**src/rtl/mips_pkg.sv**
```systemverilog
// Shared encodings for the MIPS decode stage: opcodes, functs, ALU ops and field widths.
package mips_pkg;

    localparam int INSTR_W  = 32;
    localparam int REG_W    = 5;
    localparam int IMM_W    = 32;
    localparam int SHAMT_W  = 5;
    localparam int ALU_OP_W = 3;

    // Primary opcodes
    localparam logic [5:0] OP_RTYPE = 6'h00;
    localparam logic [5:0] OP_BEQ   = 6'h04;
    localparam logic [5:0] OP_ADDI  = 6'h08;
    localparam logic [5:0] OP_ANDI  = 6'h0C;
    localparam logic [5:0] OP_ORI   = 6'h0D;
    localparam logic [5:0] OP_LUI   = 6'h0F;
    localparam logic [5:0] OP_LW    = 6'h23;
    localparam logic [5:0] OP_SW    = 6'h2B;

    // R-type funct codes
    localparam logic [5:0] FN_SLL = 6'h00;
    localparam logic [5:0] FN_SRL = 6'h02;
    localparam logic [5:0] FN_ADD = 6'h20;
    localparam logic [5:0] FN_SUB = 6'h22;
    localparam logic [5:0] FN_AND = 6'h24;
    localparam logic [5:0] FN_OR  = 6'h25;
    localparam logic [5:0] FN_SLT = 6'h2A;

    typedef enum logic [ALU_OP_W-1:0] {
        ALU_ADD = 3'd0,
        ALU_SUB = 3'd1,
        ALU_AND = 3'd2,
        ALU_OR  = 3'd3,
        ALU_SLT = 3'd4,
        ALU_SLL = 3'd5,
        ALU_SRL = 3'd6,
        ALU_LUI = 3'd7
    } alu_op_e;

    function automatic logic [IMM_W-1:0] sign_ext16(input logic [15:0] v);
        return {{16{v[15]}}, v};
    endfunction

    function automatic logic [IMM_W-1:0] zero_ext16(input logic [15:0] v);
        return {16'h0000, v};
    endfunction

endpackage

```
**src/rtl/id_decoder.sv**
```systemverilog
// Combinational instruction decoder: controls, destination, immediate and operand usage.
module id_decoder
    import mips_pkg::*;
(
    input  logic [INSTR_W-1:0]  instr,
    output logic [REG_W-1:0]    dst,
    output logic [IMM_W-1:0]    imm,
    output logic [SHAMT_W-1:0]  shamt,
    output logic [ALU_OP_W-1:0] alu_op,
    output logic                alu_src,
    output logic                reg_write,
    output logic                mem_read,
    output logic                mem_write,
    output logic                branch,
    output logic                uses_rs,
    output logic                uses_rt,
    output logic                illegal
);

    logic [5:0]       opcode;
    logic [5:0]       funct;
    logic [15:0]      imm16;
    logic [REG_W-1:0] rt;
    logic [REG_W-1:0] rd;
    logic             writes;

    assign opcode = instr[31:26];
    assign funct  = instr[5:0];
    assign imm16  = instr[15:0];
    assign rt     = instr[20:16];
    assign rd     = instr[15:11];

    // Writes to $0 are dropped here so EX/WB never see a live write to the zero register.
    assign reg_write = writes && (dst != '0);

    // Opcode/funct decode; every output defaults to the bubble value.
    always_comb begin
        dst       = '0;
        imm       = '0;
        shamt     = '0;
        alu_op    = ALU_ADD;
        alu_src   = 1'b0;
        writes    = 1'b0;
        mem_read  = 1'b0;
        mem_write = 1'b0;
        branch    = 1'b0;
        uses_rs   = 1'b0;
        uses_rt   = 1'b0;
        illegal   = 1'b0;
        case (opcode)
            OP_RTYPE: begin
                dst     = rd;
                shamt   = instr[10:6];
                writes  = 1'b1;
                uses_rs = 1'b1;
                uses_rt = 1'b1;
                case (funct)
                    FN_ADD: alu_op = ALU_ADD;
                    FN_SUB: alu_op = ALU_SUB;
                    FN_AND: alu_op = ALU_AND;
                    FN_OR:  alu_op = ALU_OR;
                    FN_SLT: alu_op = ALU_SLT;
                    FN_SLL: begin
                        alu_op  = ALU_SLL;
                        uses_rs = 1'b0;
                    end
                    FN_SRL: begin
                        alu_op  = ALU_SRL;
                        uses_rs = 1'b0;
                    end
                    default: begin
                        illegal = 1'b1;
                        writes  = 1'b0;
                        dst     = '0;
                        uses_rs = 1'b0;
                        uses_rt = 1'b0;
                    end
                endcase
            end
            OP_ADDI: begin
                dst     = rt;
                imm     = sign_ext16(imm16);
                alu_op  = ALU_ADD;
                alu_src = 1'b1;
                writes  = 1'b1;
                uses_rs = 1'b1;
            end
            OP_ANDI: begin
                dst     = rt;
                imm     = zero_ext16(imm16);
                alu_op  = ALU_AND;
                alu_src = 1'b1;
                writes  = 1'b1;
                uses_rs = 1'b1;
            end
            OP_ORI: begin
                dst     = rt;
                imm     = zero_ext16(imm16);
                alu_op  = ALU_OR;
                alu_src = 1'b1;
                writes  = 1'b1;
                uses_rs = 1'b1;
            end
            OP_LUI: begin
                dst     = rt;
                imm     = {imm16, 16'h0000};
                alu_op  = ALU_LUI;
                alu_src = 1'b1;
                writes  = 1'b1;
            end
            OP_LW: begin
                dst      = rt;
                imm      = sign_ext16(imm16);
                alu_op   = ALU_ADD;
                alu_src  = 1'b1;
                writes   = 1'b1;
                mem_read = 1'b1;
                uses_rs  = 1'b1;
            end
            OP_SW: begin
                imm       = sign_ext16(imm16);
                alu_op    = ALU_ADD;
                alu_src   = 1'b1;
                mem_write = 1'b1;
                uses_rs   = 1'b1;
                uses_rt   = 1'b1;
            end
            OP_BEQ: begin
                imm     = sign_ext16(imm16);
                alu_op  = ALU_SUB;
                branch  = 1'b1;
                uses_rs = 1'b1;
                uses_rt = 1'b1;
            end
            default: illegal = 1'b1;
        endcase
    end

endmodule

```
**src/rtl/id_stage.sv**
```systemverilog
// ID stage: regFile read addressing, WB bypass, load-use hazard detection and the ID/EX register.
module id_stage
    import mips_pkg::*;
#(
    parameter int DATA_W = 32,
    parameter int RA_W   = 5
) (
    input  logic              i_clk,
    input  logic              i_rst,
    input  logic [31:0]       i_instr,
    input  logic              i_valid,
    input  logic              i_flush,
    output logic [RA_W-1:0]   o_raddr1,
    output logic [RA_W-1:0]   o_raddr2,
    input  logic [DATA_W-1:0] i_rdata1,
    input  logic [DATA_W-1:0] i_rdata2,
    input  logic              i_wb_we,
    input  logic [RA_W-1:0]   i_wb_waddr,
    input  logic [DATA_W-1:0] i_wb_wdata,
    output logic              o_stall,
    output logic              o_illegal,
    output logic              o_ex_valid,
    output logic [DATA_W-1:0] o_ex_rs_data,
    output logic [DATA_W-1:0] o_ex_rt_data,
    output logic [DATA_W-1:0] o_ex_imm,
    output logic [4:0]        o_ex_shamt,
    output logic [RA_W-1:0]   o_ex_rs,
    output logic [RA_W-1:0]   o_ex_rt,
    output logic [RA_W-1:0]   o_ex_dst,
    output logic [2:0]        o_ex_alu_op,
    output logic              o_ex_alu_src,
    output logic              o_ex_reg_write,
    output logic              o_ex_mem_read,
    output logic              o_ex_mem_write,
    output logic              o_ex_branch
);

    logic [RA_W-1:0]     dec_dst;
    logic [DATA_W-1:0]   dec_imm;
    logic [4:0]          dec_shamt;
    logic [2:0]          dec_alu_op;
    logic                dec_alu_src;
    logic                dec_reg_write;
    logic                dec_mem_read;
    logic                dec_mem_write;
    logic                dec_branch;
    logic                dec_uses_rs;
    logic                dec_uses_rt;
    logic                dec_illegal;
    logic [DATA_W-1:0]   rs_val;
    logic [DATA_W-1:0]   rt_val;
    logic                hazard;
    logic                bubble;

    id_decoder u_dec (
        .instr     (i_instr),
        .dst       (dec_dst),
        .imm       (dec_imm),
        .shamt     (dec_shamt),
        .alu_op    (dec_alu_op),
        .alu_src   (dec_alu_src),
        .reg_write (dec_reg_write),
        .mem_read  (dec_mem_read),
        .mem_write (dec_mem_write),
        .branch    (dec_branch),
        .uses_rs   (dec_uses_rs),
        .uses_rt   (dec_uses_rt),
        .illegal   (dec_illegal)
    );

    assign o_raddr1 = i_instr[25:21];
    assign o_raddr2 = i_instr[20:16];

    // Operand fetch: $0 is hard zero, otherwise a same-cycle WB write wins over the array read.
    always_comb begin
        rs_val = i_rdata1;
        rt_val = i_rdata2;
        if (o_raddr1 == '0)
            rs_val = '0;
        else if (i_wb_we && (i_wb_waddr == o_raddr1))
            rs_val = i_wb_wdata;
        if (o_raddr2 == '0)
            rt_val = '0;
        else if (i_wb_we && (i_wb_waddr == o_raddr2))
            rt_val = i_wb_wdata;
    end

    // A load in EX cannot forward in time; any consumer of its destination must wait a cycle.
    assign hazard = o_ex_valid && o_ex_mem_read && (o_ex_dst != '0) &&
                    ((dec_uses_rs && (o_raddr1 == o_ex_dst)) ||
                     (dec_uses_rt && (o_raddr2 == o_ex_dst)));

    assign o_stall   = hazard && i_valid && !i_flush && !i_rst;
    assign o_illegal = i_valid && dec_illegal && !i_rst;
    assign bubble    = i_rst || i_flush || hazard || !i_valid || dec_illegal;

    // ID/EX pipeline register: load a bubble or the freshly decoded instruction.
    always_ff @(posedge i_clk) begin
        if (bubble) begin
            o_ex_valid     <= 1'b0;
            o_ex_rs_data   <= '0;
            o_ex_rt_data   <= '0;
            o_ex_imm       <= '0;
            o_ex_shamt     <= '0;
            o_ex_rs        <= '0;
            o_ex_rt        <= '0;
            o_ex_dst       <= '0;
            o_ex_alu_op    <= '0;
            o_ex_alu_src   <= 1'b0;
            o_ex_reg_write <= 1'b0;
            o_ex_mem_read  <= 1'b0;
            o_ex_mem_write <= 1'b0;
            o_ex_branch    <= 1'b0;
        end else begin
            o_ex_valid     <= 1'b1;
            o_ex_rs_data   <= rs_val;
            o_ex_rt_data   <= rt_val;
            o_ex_imm       <= dec_imm;
            o_ex_shamt     <= dec_shamt;
            o_ex_rs        <= o_raddr1;
            o_ex_rt        <= o_raddr2;
            o_ex_dst       <= dec_dst;
            o_ex_alu_op    <= dec_alu_op;
            o_ex_alu_src   <= dec_alu_src;
            o_ex_reg_write <= dec_reg_write;
            o_ex_mem_read  <= dec_mem_read;
            o_ex_mem_write <= dec_mem_write;
            o_ex_branch    <= dec_branch;
        end
    end

endmodule

```
**config.mk**
```make
export PLATFORM = sky130hd
export DESIGN_NAME = id_stage
export DESIGN_NICKNAME = d
export VERILOG_FILES = /design/src/rtl/mips_pkg.sv /design/src/rtl/id_decoder.sv /design/src/rtl/id_stage.sv
export SDC_FILE = /design/constraint.sdc
export NUM_CORES = 1
export LEC_CHECK = 0
export ABC_CLOCK_PERIOD_IN_PS = 2950
export CORE_MARGIN = 2
export CORE_UTILIZATION = 35
export DETAILED_ROUTE_END_ITERATION = 6
export PLACE_DENSITY = 0.69
export RECOVER_POWER = 25
export SLEW_MARGIN = 20
export SYNTH_ARGS = -nofsm -noshare
export SYNTH_HDL_FRONTEND = slang
export SYNTH_HIERARCHICAL = 1
export SYNTH_SLANG_ARGS = --single-unit
```
**constraint.sdc**
```tcl
create_clock -name i_clk -period 2.95 [get_ports i_clk]
set_input_delay 0.295 -clock i_clk [delete_from_list [all_inputs] [get_ports i_clk]]
set_output_delay 0.295 -clock i_clk [all_outputs]
set_load 0.05 [all_outputs]
```
==> key figures, run 1 <==
Run status
  • Status: completed

Critical path
  • Worst path required time: ~2700 ps
  • CP max FO: 9
  • Startpoint class of the critical path: primary input
  • Setup crit end kind: primary output
  • R2r endpoint: o_ex_imm[22]$_SDFF_PP0_
  • FF-to-FF path depth: 5
  • R2R setup slack: between 600 and 700 ps
  • R2R Path Start: o_ex_dst[0]$_SDFF_PP0_
  • WS Path Type: in2out
  • Worst path arrival time: ~2500 ps

Place
  • PortBufs: ~270
  • Setup WS pre-CTS: -39.3 ps
  • Dpl cells: 980
  • Placement Cell Area: between 0.008 and 0.009 mm2
  • Placer Congestion: ~0.83
  • Dpl hpwl: between 10000 and 15000 um

Die
  • Die width: around 130 um
  • DIE HEIGHT: 130 um
  • Die area: approximately 0.017 mm2
  • Ports: between 200 and 300
  • Placement row count: 46
  • Core Box Area: 0.0157 mm2
  • Initial Util: 0.354

Timing
  • Fin Setup TNS: 0 ps
  • Final Max Tran Viols: 0
  • Clk_skew: 7.96 ps
  • Worst slew pin tran: between 700 and 800 ps
  • Final setup fails: 0
  • Fin crit share: 0.947
  • Period minus WS final: between 2000 and 3000 ps
  • RSZ-0062 raised after global routing: no
  • F_max: approximately 360 MHz
  • Slew headroom: 0.489
  • PnR worst setup slack: ~160 ps
  • Final hold vios: 0

Clock tree
  • CTS Buf Count: 17
  • Post-CTS sizing: 0
  • Clock Latency Late Sink: between 400 and 500 ps
  • CTS Sinks: approximately 130
  • CTS tree: yes
  • Root buffer cell: clkbuf_16
  • Max H-tree Level: 4
  • CTS Hold Buffers Added: 0
  • Clock transition at the registers of the reported paths: about 50 ps
  • Postcts setup bufs: 0
  • Clock Path Buffers: 2

Finish
  • Diode count: 0
  • Area growth, synth to finish: 64.7%
  • Fin cells: a little over 1000
  • Final Instance Area: between 0.009 and 0.01 mm2
  • Layout cells sized above 1: 0.172
  • Nets@finish: roughly 920

Detailed routing
  • TritonRoute pass-1 iters: 4
  • Initial drt markers: around 170
  • Wire per inst: roughly 18 um
  • DR vias: about 4700
  • Post-route ant nets: 0
  • Number of vias per cell: roughly 4.7
  • # DRC: 0
  • Drt total wl: between 15000 and 20000 um

Global route
  • Gr ovfl total: 0
  • Largest net degree at the start of global routing: 65
  • Vias in the first global route: approximately 4700
  • GRT Total Usage: 0.209
  • First-pass GRT wire length: approximately 27000 um
  • Initial antenna violation count: 0

Synthesis
  • Unique masters post-synth: 53
  • Synth Flop Type: dfxtp_1
  • Syn_nets: around 650
  • Synth Cell Area: around 0.0055 mm2
  • Leading area contributor after synthesis: dfxtp_1
  • Seq cells post-synth: between 100 and 150
  • Sequential area share after synthesis: 0.451
  • Post-synth top area share: 0.451
  • Number of synthesized flops with an enable pin: 0
  • Asr flop ratio synth: 0
  • Yosys Warn Count: 6
  • Mapped Avg Cell Area: between 10 and 15 um2
  • Post-Syn Instances: around 510
  • Synth top area cells: dfxtp_1 45%, mux2i_1 12%, nor3_2 10%

Worst hold path
  • Hold path start: i_rdata1[0]
  • Hold depth: 3
  • Worst min-delay path class: in2reg
  • WHS Endpoint: o_ex_rs_data[0]$_SDFF_PP0_

Power
  • Peak VDD IR: 0.387 mV
  • Lkg Pwr: between 3 and 4 nW
  • Pwr Total: roughly 0.0044 W
  • PD cells: about 480 mW/mm2

Run
  • Maxcap violations: 0
-- cells by family after synthesis --
| logic type | synth area share |
|---|---|
| XOR/XNOR | 0.0348 |
| buffers and inverters | 0.0673 |
| AND/OR/NAND/NOR | 0.266 |
| multiplexers | 0.117 |
| flip-flops | 0.451 |
| AO/OA/AOI/OAI | 0.0630 |
-- state kept, by name (all words and copies together), names as in the netlist, 3 cells and up --
signal	count
o_ex_imm	32
o_ex_rs_data	32
o_ex_rt_data	32
o_ex_dst	5
o_ex_rs	5
o_ex_rt	5
o_ex_shamt	5
o_ex_alu_op	3
-- final cells by class --
class | instances | area, um2
fill | 1349 | 6520
inverter | 4 | 15.0
tap | 216 | 270
clock buffer | 22 | 484
multi-input combinational | 331 | 2700
sequential | 125 | 2500
clock inverter | 10 | 136
timing repair buffer | 304 | 3030
-- worst max-delay path, cell delays in order --
cell,delay (ps)
clkdlybuf4s50_1,590
nor4_4,500
nand3b_1,200
o22ai_1,210
nand2_1,70
o22ai_1,210
nand2_1,80
nor2_1,180
buf_12,170
-- report_power, final --
part | switching (W) | internal [W]
registers | 0.00000209 | 0.00170
logic | 0.000231 | 0.000271
clock network | 0.000739 | 0.00141
total | 0.000973 | 0.00338
-- routing by layer --
layer  global-route usage  vias to the layer above  wire length, um
met5                    0                        -                0
met4               0.0677                        0              291
met3               0.0988                       21             1890
met2                0.356                      199             8720
met1                0.232                     2238             7200
li1                     -                     2289                -
-- layout by cell type (no fill, tap or decap), types with 10 or more instances in the layout --
cell type and instances:
clkdlybuf4s50_1 207, dfxtp_1 125, and2_1 77, mux2i_1 65, dlygate4sd3_1 65, nor3_2 57
buf_4 27, clkbuf_16 17, a21o_1 15, xnor2_1 13, nand2_1 10, nor3_1 10
-- metrics by stage --
step	hold WS (ps)	util
2_1_floorplan	417	-
3_3_place_gp	932	0.543
3_5_place_dp	921	0.543
4_1_cts	482	0.583
5_1_grt	521	0.583
6_report	503	0.583
-- worst max-delay path by stage --
stage | to | startpoint | slack (ps)
final | o_stall | i_instr[27] | 160
after global routing | o_stall | i_instr[27] | 30
after CTS | o_stall | i_instr[27] | 150
after detailed placement | o_ex_imm[21]$_SDFF_PP0_ | i_instr[27] | -40
after global placement | o_ex_imm[6]$_SDFF_PP0_ | i_instr[27] | 100
after floorplan | o_stall | i_instr[26] | 460
-- cells in the mapped netlist (2+ instances only) --
master	n
buf_2	17
nor3_2	56
nor2_1	11
a22o_1	6
nand2_1	10
and2_1	77
or4_1	2
clkbuf_1	5
nor2_2	2
buf_6	5
and3_1	9
o21bai_1	2
o32ai_1	2
a21oi_1	3
mux2i_1	65
inv_1	3
dfxtp_1	125
buf_8	6
nor3_1	11
o211ai_1	2
nor4_1	2
nand3_1	2
a21o_1	15
nor3_4	4
xnor2_1	13
o22ai_1	3
xor2_1	9
buf_4	11
clkbuf_2	5
nand4_1	3
Power figures use the tool's default switching activity.
==> inputs of run 2 (changes only) <==
HOLD_SLACK_MARGIN = 0.02   (was unset)
==> results of run 2 <==
No change in the layout: final DEF, timing and power equal those of run 1.
==> inputs of run 3 (changes only) <==
CELL_PAD_IN_SITES_DETAIL_PLACEMENT = 1   (was unset)
CELL_PAD_IN_SITES_GLOBAL_PLACEMENT = 1   (was unset)
CORE_UTILIZATION = 30   (was 35)
PLACE_DENSITY = 0.79   (was 0.69)
SKIP_CTS_REPAIR_TIMING = 1   (was unset)
==> run 3 against run 2 <==
Flip-flop and latch count stayed put. Non-clock buffer count is 5 higher. First-iteration DRC count is 46% lower. Global-route usage is 0.42 points lower. Final cell count is 1.9% higher. Clock power is 5% lower. Largest cell class unchanged. Routed wire length is 12% higher. Via count is 1.5% higher. Largest power group unchanged. Critical path depth is 1 higher.
==> key figures, run 3 (synthesized netlist as in run 1, its figures left out) <==
Run status
  • Status: completed

Power
  • Peak VDD IR: 0.392 mV (+1.3%)
  • Lkg Pwr: 3.58 nW (about the same)
  • Cell internal pwr: 0.00324 W (-4.2%)
  • Combinational share of power: 0.121 (+0.006)
  • Sequential share of power: 0.398 (+0.008)
  • Psw: 0.00103 W (+5.9%)
  • Sw Ratio: 0.241 (+0.0177)
  • PD cells: 466 mW/mm2 (-2.3%)
  • Clk pwr share: 0.481 (-0.013)

Global route
  • Largest net degree at the start of global routing: 62 (-4.6%)
  • First-pass GRT wire length: 30900 um (+16%)
  • Gr ovfl total: 0 (unchanged)
  • Initial antenna violation count: 1 (+1)
  • Vias in the first global route: 5272 (+11%)
  • GRT Total Usage: 0.205 (-0.00420)

Detailed routing
  • Initial drt markers: 90 (-46%)
  • Wire per inst: 19.7 um (+10%)
  • # DRC: 0 (unchanged)
  • Drt total wl: 20300 um (+12%)
  • TritonRoute pass-1 iters: 4 (unchanged)
  • DR vias: 4819 (+1.5%)
  • Number of vias per cell: 4.67 (-0.35%)
  • Post-route ant nets: 0 (unchanged)

Die
  • Initial Util: 0.308 (-0.0465)
  • DIE HEIGHT: 140 um (+7.8%)
  • Ports: 275 (unchanged)
  • Die area: 0.0196 mm2 (+16%)
  • Die width: 140 um (+7.8%)
  • Core Box Area: 0.0180 mm2 (+15%)
  • Placement row count: 49 (+6.5%)

Timing
  • F_max: 359 MHz (+0.27%)
  • Final setup fails: 0 (unchanged)
  • RSZ-0062 raised after global routing: no
  • Fin crit share: 0.945 (-0.00254)
  • Worst slew pin tran: 811 ps (+46.1 ps)
  • Period minus WS final: 2790 ps (-7.50 ps)
  • Clk_skew: 11.5 ps (+3.58 ps)
  • Final hold vios: 0 (unchanged)
  • Final Max Tran Viols: 0 (unchanged)
  • PnR worst setup slack: 164 ps (+7.50 ps)
  • Slew headroom: 0.459 (-0.0308)

Critical path
  • Worst path arrival time: 2490 ps (about the same)
  • Startpoint class of the critical path: primary input
  • CP max FO: 5 (-4)
  • Slowest stage delay, CP: 480 ps (-110 ps)
  • Top Family by Delay on Critical Path: simple AND/OR/NAND/NOR gates
  • Critical Path, Cell by Cell: clkdlybuf4s50_1 > buf_4 > nor4_4 > nand3b_1 > o22ai_1 > nand2_1 > o22ai_1 > nand2_1 > nor2_1 > buf_12
  • Worst path required time: 2650 ps (about the same)
  • CP bufs+invs: 3 (+1)
  • Slowest library cell on the worst path: clkdlybuf4s50_1
  • Setup crit end kind: primary output
  • WS Path Type: in2out

Finish
  • Core Util, Final: 0.508 (-0.0750)
  • Fin cells: 1031 (+1.9%)
  • Sequential cell area: 0.00250 mm2 (unchanged)
  • Commonest non-fill, non-tap cells in the layout: 207 x clkdlybuf4s50_1, 125 x dfxtp_1, 77 x and2_1
  • Biggest regs: o_ex_imm (32), o_ex_rs_data (32), o_ex_rt_data (32)
  • Multi-input gate area: 0.00270 mm2 (unchanged)
  • Nets@finish: 926 (+0.54%)
  • Layout fillers: 1953 (+45%)
  • Area growth, synth to finish: 65.3%
  • Layout cells sized above 1: 0.177 (+0.00517)
  • Most common cell after layout, fill and taps aside: clkdlybuf4s50_1

Clock tree
  • CTS Sinks: 125 (unchanged)
  • Clock transition at the registers of the reported paths: 60 ps (about the same)
  • CTS Buf Count: 17 (unchanged)
  • Max H-tree Level: 4 (unchanged)
  • Clock Path Buffers: 2 (unchanged)
  • Root buffer cell: clkbuf_16
  • Clock Latency Late Sink: 410 ps (about the same)
  • CTS tree: yes

Place
  • PortBufs: 274 (unchanged)
  • Setup WS pre-CTS: -164 ps (-125 ps)
  • Dpl hpwl: 15800 um (+16%)
  • Placer Congestion: 0.867 (+4.7%)
  • Dpl cells: 998 (+1.8%)

Worst hold path
  • Worst min-delay path class: in2reg

Run
  • Maxcap violations: 0 (unchanged)
run 3: cell types whose count changed in the layout (fill, tap and decap cells not counted):
cell / change
diode_2: +1
buf_4: +4
inv_6: +2
buf_12: +1
clkinv_4: +1
clkbuf_8: -3
clkinvlp_4: +1
bufinv_16: -1
run 3: through the flow:
step | total power (W) | TNS [ps] | area (um2) | hold WS, ps
after floorplan | 0.00195 | 0 | 5540 | 417
after detailed placement | 0.00225 | -8290 | 8570 | 936
final | 0.00427 | 0 | 9160 | 520
after global placement | 0.00224 | 0 | 8570 | 934
after CTS | 0.00433 | 0 | 9160 | 510
after global routing | 0.00444 | 0 | 9160 | 530
run 3: final timing paths:
| check | startpoint | end | slack, ps | cells past startpoint |
|---|---|---|---|---|
| worst max-delay path | i_instr[26] | o_stall | 160 | 10 |
| worst min-delay path | i_rdata1[0] | o_ex_rs_data[0]$_SDFF_PP0_ | 520 | 3 |
| worst max register to register | o_ex_dst[0]$_SDFF_PP0_ | o_ex_imm[28]$_SDFF_PP0_ | 600 | 5 |
| worst min register to register | o_ex_valid$_DFF_P_ | o_ex_rt_data[0]$_SDFF_PP0_ | 1060 | 4 |
run 3: power by group through the flow:
| stage | Combinational (W) | Sequential (W) | Clock (W) |
|---|---|---|---|
| floorplan | 0.000192 | 0.00176 | 0 |
| global placement | 0.000507 | 0.00173 | 0 |
| detailed placement | 0.000520 | 0.00173 | 0 |
| CTS | 0.000524 | 0.00170 | 0.00211 |
| global route | 0.000551 | 0.00170 | 0.00220 |
| finish | 0.000517 | 0.00170 | 0.00205 |
run 3: final cells by class:
type / instances / share of cell area
Multi-Input combinational cell: 331 / 0.294
Clock inverter: 13 / 0.0153
Tap cell: 229 / 0.0313
Inverter: 4 / 0.00164
Timing Repair Buffer: 309 / 0.336
Clock buffer: 19 / 0.0483
Sequential cell: 125 / 0.273
Antenna cell: 1 / 0.000273
run 3: metal layers:
layer,global-route usage,part of all wire
met1,0.236,0.41
met2,0.355,0.49
met3,0.0779,0.083
met4,0.0626,0.021
met5,0,0
run 3: tightest hold or removal path, cell delays in order:
cell,delay (ps)
clkdlybuf4s50_1,400
mux2i_1,120
nor3_1,50
